File: src/rtl/seq_divider_pkg.sv
// -----------------------------------------------------------------------------
// seq_divider_pkg
// Shared definitions for the sequential divider and anything that unpacks its
// result bus (ALU result mux, writeback, bench):
//   - state_e  : FSM state encodings (IDLE=0, BUSY=1, DONE=2)
//   - QUOT_LSB : bit offset of the quotient field in the packed result
//   - rem_lsb(): bit offset of the remainder field for a given operand width
// -----------------------------------------------------------------------------
package seq_divider_pkg;

  typedef enum logic [1:0] {
    ST_IDLE = 2'd0,
    ST_BUSY = 2'd1,
    ST_DONE = 2'd2
  } state_e;

  // Result bus layout: {remainder, quotient}, each one operand wide.
  localparam int unsigned QUOT_LSB = 0;

  function automatic int unsigned rem_lsb(input int unsigned width);
    return width;
  endfunction

endpackage

File: src/rtl/seq_divider_div_step.sv
// -----------------------------------------------------------------------------
// div_step
// One combinational restoring-division step: shift the next dividend bit
// into the partial remainder, then subtract the divisor if it fits and record
// a 1 in the quotient LSB.
// Ports:
//   r_i [p_width:0]    partial remainder in
//   q_i [p_width-1:0]  shifting dividend/quotient register in
//   d_i [p_width-1:0]  divisor
//   r_o [p_width:0]    partial remainder out
//   q_o [p_width-1:0]  quotient register out
// -----------------------------------------------------------------------------
module div_step #(
  parameter int p_width = 4
) (
  input  logic [p_width:0]   r_i,
  input  logic [p_width-1:0] q_i,
  input  logic [p_width-1:0] d_i,
  output logic [p_width:0]   r_o,
  output logic [p_width-1:0] q_o
);

  logic [p_width:0] r_sh;
  logic             fits;

  always_comb begin
    r_sh = {r_i[p_width-1:0], q_i[p_width-1]};
    // A set top bit means the shifted value exceeds any p_width-bit divisor.
    fits = r_i[p_width] | (r_sh >= {1'b0, d_i});
    r_o  = r_sh;
    q_o  = {q_i[p_width-2:0], fits};
    if (fits) begin
      r_o = r_sh - {1'b0, d_i};
    end
  end

endmodule

File: src/rtl/seq_divider.sv
// -----------------------------------------------------------------------------
// seq_divider
// Multi-cycle unsigned restoring divider, one quotient bit per clock.
// Operands accepted via valid/ready in IDLE, p_width BUSY steps, then the
// result {remainder, quotient} is held in DONE until the consumer accepts it.
// Ports:
//   i_w_clk, i_w_reset        clock, synchronous active-high reset
//   i_w_a, i_w_b              dividend, divisor (sampled on handshake)
//   i_w_valid / o_w_ready     operand handshake (ready only in IDLE)
//   o_w_out                   {remainder, quotient}
//   o_w_valid / i_w_ready     result handshake
//   o_w_div0                  divisor was zero
// Build option: define SEQ_DIVIDER_DIV0_SHORTCUT_EN to skip the BUSY phase
// for a zero divisor (same result values, available one edge after accept).
// -----------------------------------------------------------------------------
module seq_divider
  import seq_divider_pkg::*;
#(
  parameter int p_width = 4
) (
  input  logic                   i_w_clk,
  input  logic                   i_w_reset,
  input  logic [p_width-1:0]     i_w_a,
  input  logic [p_width-1:0]     i_w_b,
  input  logic                   i_w_valid,
  output logic                   o_w_ready,
  output logic [2*p_width-1:0]   o_w_out,
  output logic                   o_w_valid,
  input  logic                   i_w_ready,
  output logic                   o_w_div0
);

  localparam int CNT_W   = $clog2(p_width + 1);
  localparam int REM_LSB = rem_lsb(p_width);

  state_e               state_q;
  logic [p_width:0]     r_q;
  logic [p_width-1:0]   q_q;
  logic [p_width-1:0]   d_q;
  logic [CNT_W-1:0]     cnt_q;
  logic                 div0_q;
  logic [2*p_width-1:0] out_q;
  logic                 valid_q;
  logic                 ready_q;

  logic [p_width:0]     r_d;
  logic [p_width-1:0]   q_d;

  div_step #(.p_width(p_width)) u_step (
    .r_i (r_q),
    .q_i (q_q),
    .d_i (d_q),
    .r_o (r_d),
    .q_o (q_d)
  );

  always_ff @(posedge i_w_clk) begin
    if (i_w_reset) begin
      state_q <= ST_IDLE;
      r_q     <= '0;
      q_q     <= '0;
      d_q     <= '0;
      cnt_q   <= '0;
      div0_q  <= 1'b0;
      out_q   <= '0;
      valid_q <= 1'b0;
      ready_q <= 1'b1;
    end else begin
      case (state_q)
        ST_IDLE: begin
          if (i_w_valid && ready_q) begin
            q_q     <= i_w_a;
            d_q     <= i_w_b;
            r_q     <= '0;
            cnt_q   <= '0;
            div0_q  <= (i_w_b == '0);
            ready_q <= 1'b0;
`ifdef SEQ_DIVIDER_DIV0_SHORTCUT_EN
            if (i_w_b == '0) begin
              // Same values a full run would produce, just without iterating.
              out_q[REM_LSB +: p_width]  <= i_w_a;
              out_q[QUOT_LSB +: p_width] <= '1;
              valid_q                    <= 1'b1;
              state_q                    <= ST_DONE;
            end else begin
              state_q <= ST_BUSY;
            end
`else
            state_q <= ST_BUSY;
`endif
          end
        end
        ST_BUSY: begin
          r_q   <= r_d;
          q_q   <= q_d;
          cnt_q <= cnt_q + 1'b1;
          if (cnt_q == CNT_W'(p_width - 1)) begin
            // Last step: publish the step outputs directly so valid and data
            // rise together.
            out_q[REM_LSB +: p_width]  <= r_d[p_width-1:0];
            out_q[QUOT_LSB +: p_width] <= q_d;
            valid_q                    <= 1'b1;
            state_q                    <= ST_DONE;
          end
        end
        ST_DONE: begin
          if (i_w_ready) begin
            valid_q <= 1'b0;
            ready_q <= 1'b1;
            state_q <= ST_IDLE;
          end
        end
        default: begin
          valid_q <= 1'b0;
          ready_q <= 1'b1;
          state_q <= ST_IDLE;
        end
      endcase
    end
  end

  assign o_w_ready = ready_q;
  assign o_w_out   = out_q;
  assign o_w_valid = valid_q;
  assign o_w_div0  = div0_q;

endmodule

File: config.mk
export PLATFORM = sky130hd
export DESIGN_NAME = seq_divider
export DESIGN_NICKNAME = d
export VERILOG_FILES = /design/src/rtl/seq_divider_pkg.sv /design/src/rtl/seq_divider_div_step.sv /design/src/rtl/seq_divider.sv
export SDC_FILE = /design/constraint.sdc
export NUM_CORES = 1
export LEC_CHECK = 0
export CAP_MARGIN = 30
export CORE_MARGIN = 2
export CORE_UTILIZATION = 35
export DETAILED_ROUTE_END_ITERATION = 10
export REMOVE_ABC_BUFFERS = 1
export SYNTH_ARGS = -nofsm -noshare
export SYNTH_HDL_FRONTEND = slang
export SYNTH_HIERARCHICAL = 1
export SYNTH_SLANG_ARGS = --single-unit
File: constraint.sdc
create_clock -name i_w_clk -period 2.1 [get_ports i_w_clk]
set_input_delay 0.63 -clock i_w_clk [delete_from_list [all_inputs] [get_ports i_w_clk]]
set_output_delay 0.63 -clock i_w_clk [all_outputs]
set_load 0.02 [all_outputs]
==> results_dict.tcl <==
set metrics [dict create \
    antenna_found_initial 0 \
    finalClockSkew_ps 4.20 \
    mostFrequentLayoutCell "sky130_fd_sc_hd__dfxtp_1" \
    synth_compound_gate_area_share_pct 14.7 \
    routed_wl_um 2900 \
    worstPathCellList "clkdlybuf4s50_1" \
    post_synth_instance_area_um2 1460 \
    postSynthAreaPerCell_um2 10.0 \
    ys_seq_area_share_pct 39.7 \
    post_dp_cell_area_um2 1700 \
    drt-vias-per-instance 4.92 \
    max_slew_headroom_pct 70.2 \
    setup-violations-final 0 \
    post-synth-top-area-fraction_pct 39.7 \
    post_synthesis_share_of_cell_area_spent_on_xor_and_xnor_gates_pct 0.599 \
    worst-path-buf-inv 1 \
    hold_buffers 0 \
    tightestPinTransition_ps 446 \
    met3WireLength_um 112 \
    timing.hold.ws_ps 456 \
    die-width_um 68.6 \
    arrival_ps 1300 \
    dr.first_iter.drc_count 74 \
    startpoint_type "flop" \
    timing.setup.tns_ps 0 \
    status "finished clean" \
    number_of_enable_flip_flop_cells_after_synthesis 0 \
    drc 0 \
    min_period_over_period_pct 92.0 \
    ratio_of_total_power_to_cell_area_nw_per_um2 826 \
    syn_to_final_growth_pct 24.5 \
    classification_of_the_worst_slack_hold_path "reg2reg" \
    weighted_congestion_reported_at_the_end_of_routability_driven_placement 0.931 \
    filler_cells_inserted 395 \
    report.final.hold_viol_count 0 \
    final_max_slew_viol_count 0 \
    starting_density_of_the_core_pct 36.6 \
    ys.flop_type "sky130_fd_sc_hd__dfxtp_1" \
    synth.ff_latch_count 29 \
    crit_fanout 5 \
    vias 1083 \
    grt_overflow 0 \
    synth_largest_area_cell "sky130_fd_sc_hd__dfxtp_1" \
    first_global_vias 1090 \
    synth_top_family_by_area "simple AND/OR/NAND/NOR gates" \
    insertedDiodeCount 0 \
    element_type_at_the_critical_path_end "output pin" \
    hpwl_um 2230 \
    grt_setup_unrepaired "no" \
    clock_tree.root_cell "sky130_fd_sc_hd__clkbuf_8" \
    die_area_um2 4710 \
    tritoncts "built" \
    critPathMaxStageDelay_ps 630 \
    clkLatencyLatePin_ps 280 \
    syn_inst 146 \
    synth_mux_area_share_pct 14.8 \
    floorplan.io_pins 23 \
    met2RoutedLength_um 1290 \
    fmax_mhz 518 \
    async_reset_ff_share_pct 0 \
    post_synth_and_or_nand_nor_area_fraction_pct 16.5 \
    ant_nets 0 \
    coreArea_um2 4000 \
    cts_max_level 2 \
    wire_per_inst_um 13.2 \
    die_h_um 68.6 \
    clock_tree.buffer_depth 2 \
    grt_pass1_wl_um 4890 \
    grtUsageTotal_pct 14.3 \
    post_cts_resize_count 0 \
    max-vdd-ir-drop_v 0.000503 \
    clock_sink_count 29 \
    grt_start_max_net_pins 14 \
    postCtsSetupBuffers 0 \
    final_layout_size_suffix_gt1_share_pct 14.7 \
    io_buffer_count 22 \
    finish.instance_area_um2 1820 \
    design.final.nets 188 \
    critPathKind "reg2out" \
    post_synth_main_area_contributors "sky130_fd_sc_hd__dfxtp_1 40%, sky130_fd_sc_hd__mux2i_1 13%, sky130_fd_sc_hd__ha_1 5.1%, sky130_fd_sc_hd__nor2_1 4.6%, sky130_fd_sc_hd__a22o_1 3.6%" \
    most-common-layout-cells "29 x sky130_fd_sc_hd__dfxtp_1, 22 x sky130_fd_sc_hd__clkdlybuf4s50_1, 19 x sky130_fd_sc_hd__mux2i_1, 18 x sky130_fd_sc_hd__nor2_1, 9 x sky130_fd_sc_hd__inv_1" \
    worst_path_max_delay_cell "sky130_fd_sc_hd__clkdlybuf4s50_1" \
    synth-adder-area-share_pct 6.50 \
    leakagePower_nw 0.793 \
    tritoncts.num_buffers 5 \
    total_number_of_yosys_warnings 6 \
    std_cell_rows 23 \
    required_ps 1470 \
    critical-path-top-delay-family "buffers and inverters" \
    drt-met1-wl_um 1450 \
    cell_variety_after_synth 41 \
    maxUsedRoutingLayer "met4" \
    shortest_period_the_worst_path_allows_ps 1930 \
    clk_pin_slew_ps 60 \
    firstDrtPassIters 4 \
    max_cap_violations 0 \
]
-- path summary, 6_finish.rpt --
path	cells past startpoint	from	to	slack, ps
min	2	o_w_valid	o_w_valid	460
max	1	o_w_ready	o_w_ready	170
min reg2reg	2	o_w_valid	o_w_valid	460
max reg2reg	7	d_q[1]	r_q[2]	200
-- cell families (layout without fill, tap and decap cells) --
kind of cell | after synthesis | count (layout)
DFF | 29 | 29
adders and majority gates | 7 | 7
and+or+nand+nor | 41 | 41
AOI/OAI and AO/OA | 28 | 28
buffers and inverters | 19 | 43
muxes | 21 | 21
xor gates and xnor gates | 1 | 1
-- synthesized netlist by cell type, types with 2 or more instances --
library cell and instances:
sky130_fd_sc_hd__nand3b_1 2, sky130_fd_sc_hd__buf_6 2, sky130_fd_sc_hd__and4bb_1 2, sky130_fd_sc_hd__nand2b_1 2
sky130_fd_sc_hd__nor3_1 2, sky130_fd_sc_hd__buf_4 5, sky130_fd_sc_hd__a21oi_2 2, sky130_fd_sc_hd__dfxtp_1 29
sky130_fd_sc_hd__a22o_1 6, sky130_fd_sc_hd__or2_2 2, sky130_fd_sc_hd__mux2i_1 19, sky130_fd_sc_hd__o21ai_0 2
sky130_fd_sc_hd__nand2_1 3, sky130_fd_sc_hd__ha_1 6, sky130_fd_sc_hd__a211oi_1 4, sky130_fd_sc_hd__inv_1 9
sky130_fd_sc_hd__nor2_1 18, sky130_fd_sc_hd__clkbuf_1 2, sky130_fd_sc_hd__a21oi_1 7
-- report_power, final --
part           leakage, nW  total, mW  internal, mW  switching, mW
Sequential           0.236      0.601         0.578         0.0230
Combinational        0.498      0.314         0.154          0.161
Clock               0.0585      0.589         0.386          0.203
Total                0.793       1.50          1.12          0.387
-- area by class of cell --
type | instances | area, µm² | share of cell area, %
clock inverter | 1 | 30.0 | 1.65
inverter | 9 | 33.8 | 1.86
timing repair buffer | 26 | 250 | 13.7
sequential | 29 | 581 | 31.9
multi-input combinational | 98 | 777 | 42.7
tap | 50 | 62.6 | 3.44
clock buffer | 7 | 86.3 | 4.74
-- layer usage --
layer	up-vias	track usage, %
met5	-	0
met4	0	5.25
met3	5	5.03
met2	22	20.7
met1	503	19.4
li1	553	-
-- registers in the layout, indices dropped and copies added (netlist names) --
signal	flops
q_q	4
o_w_out	8
o_w_ready	1
state_q	2
cnt_q	3
o_w_valid	1
d_q	4
r_q	5
o_w_div0	1
-- worst reg2reg max path: cells and delay by family (launching register included) --
kind,cells,cell delay [ps]
compound gates,2,500
buf+inv,1,50
fa+ha+maj,1,300
simple gates,2,300
flops,1,330
mux,1,320
-- metrics by stage --
stage	worst slack, ps	utilization, %	total power [mW]	std cells
3_5_place_dp	126	42.6	0.929	212
5_1_grt	89.5	45.5	1.58	220
3_3_place_gp	140	42.6	0.921	212
2_1_floorplan	238	-	0.840	136
6_report	169	45.5	1.50	220
4_1_cts	163	45.5	1.52	220
Power figures use the tool's default switching activity.
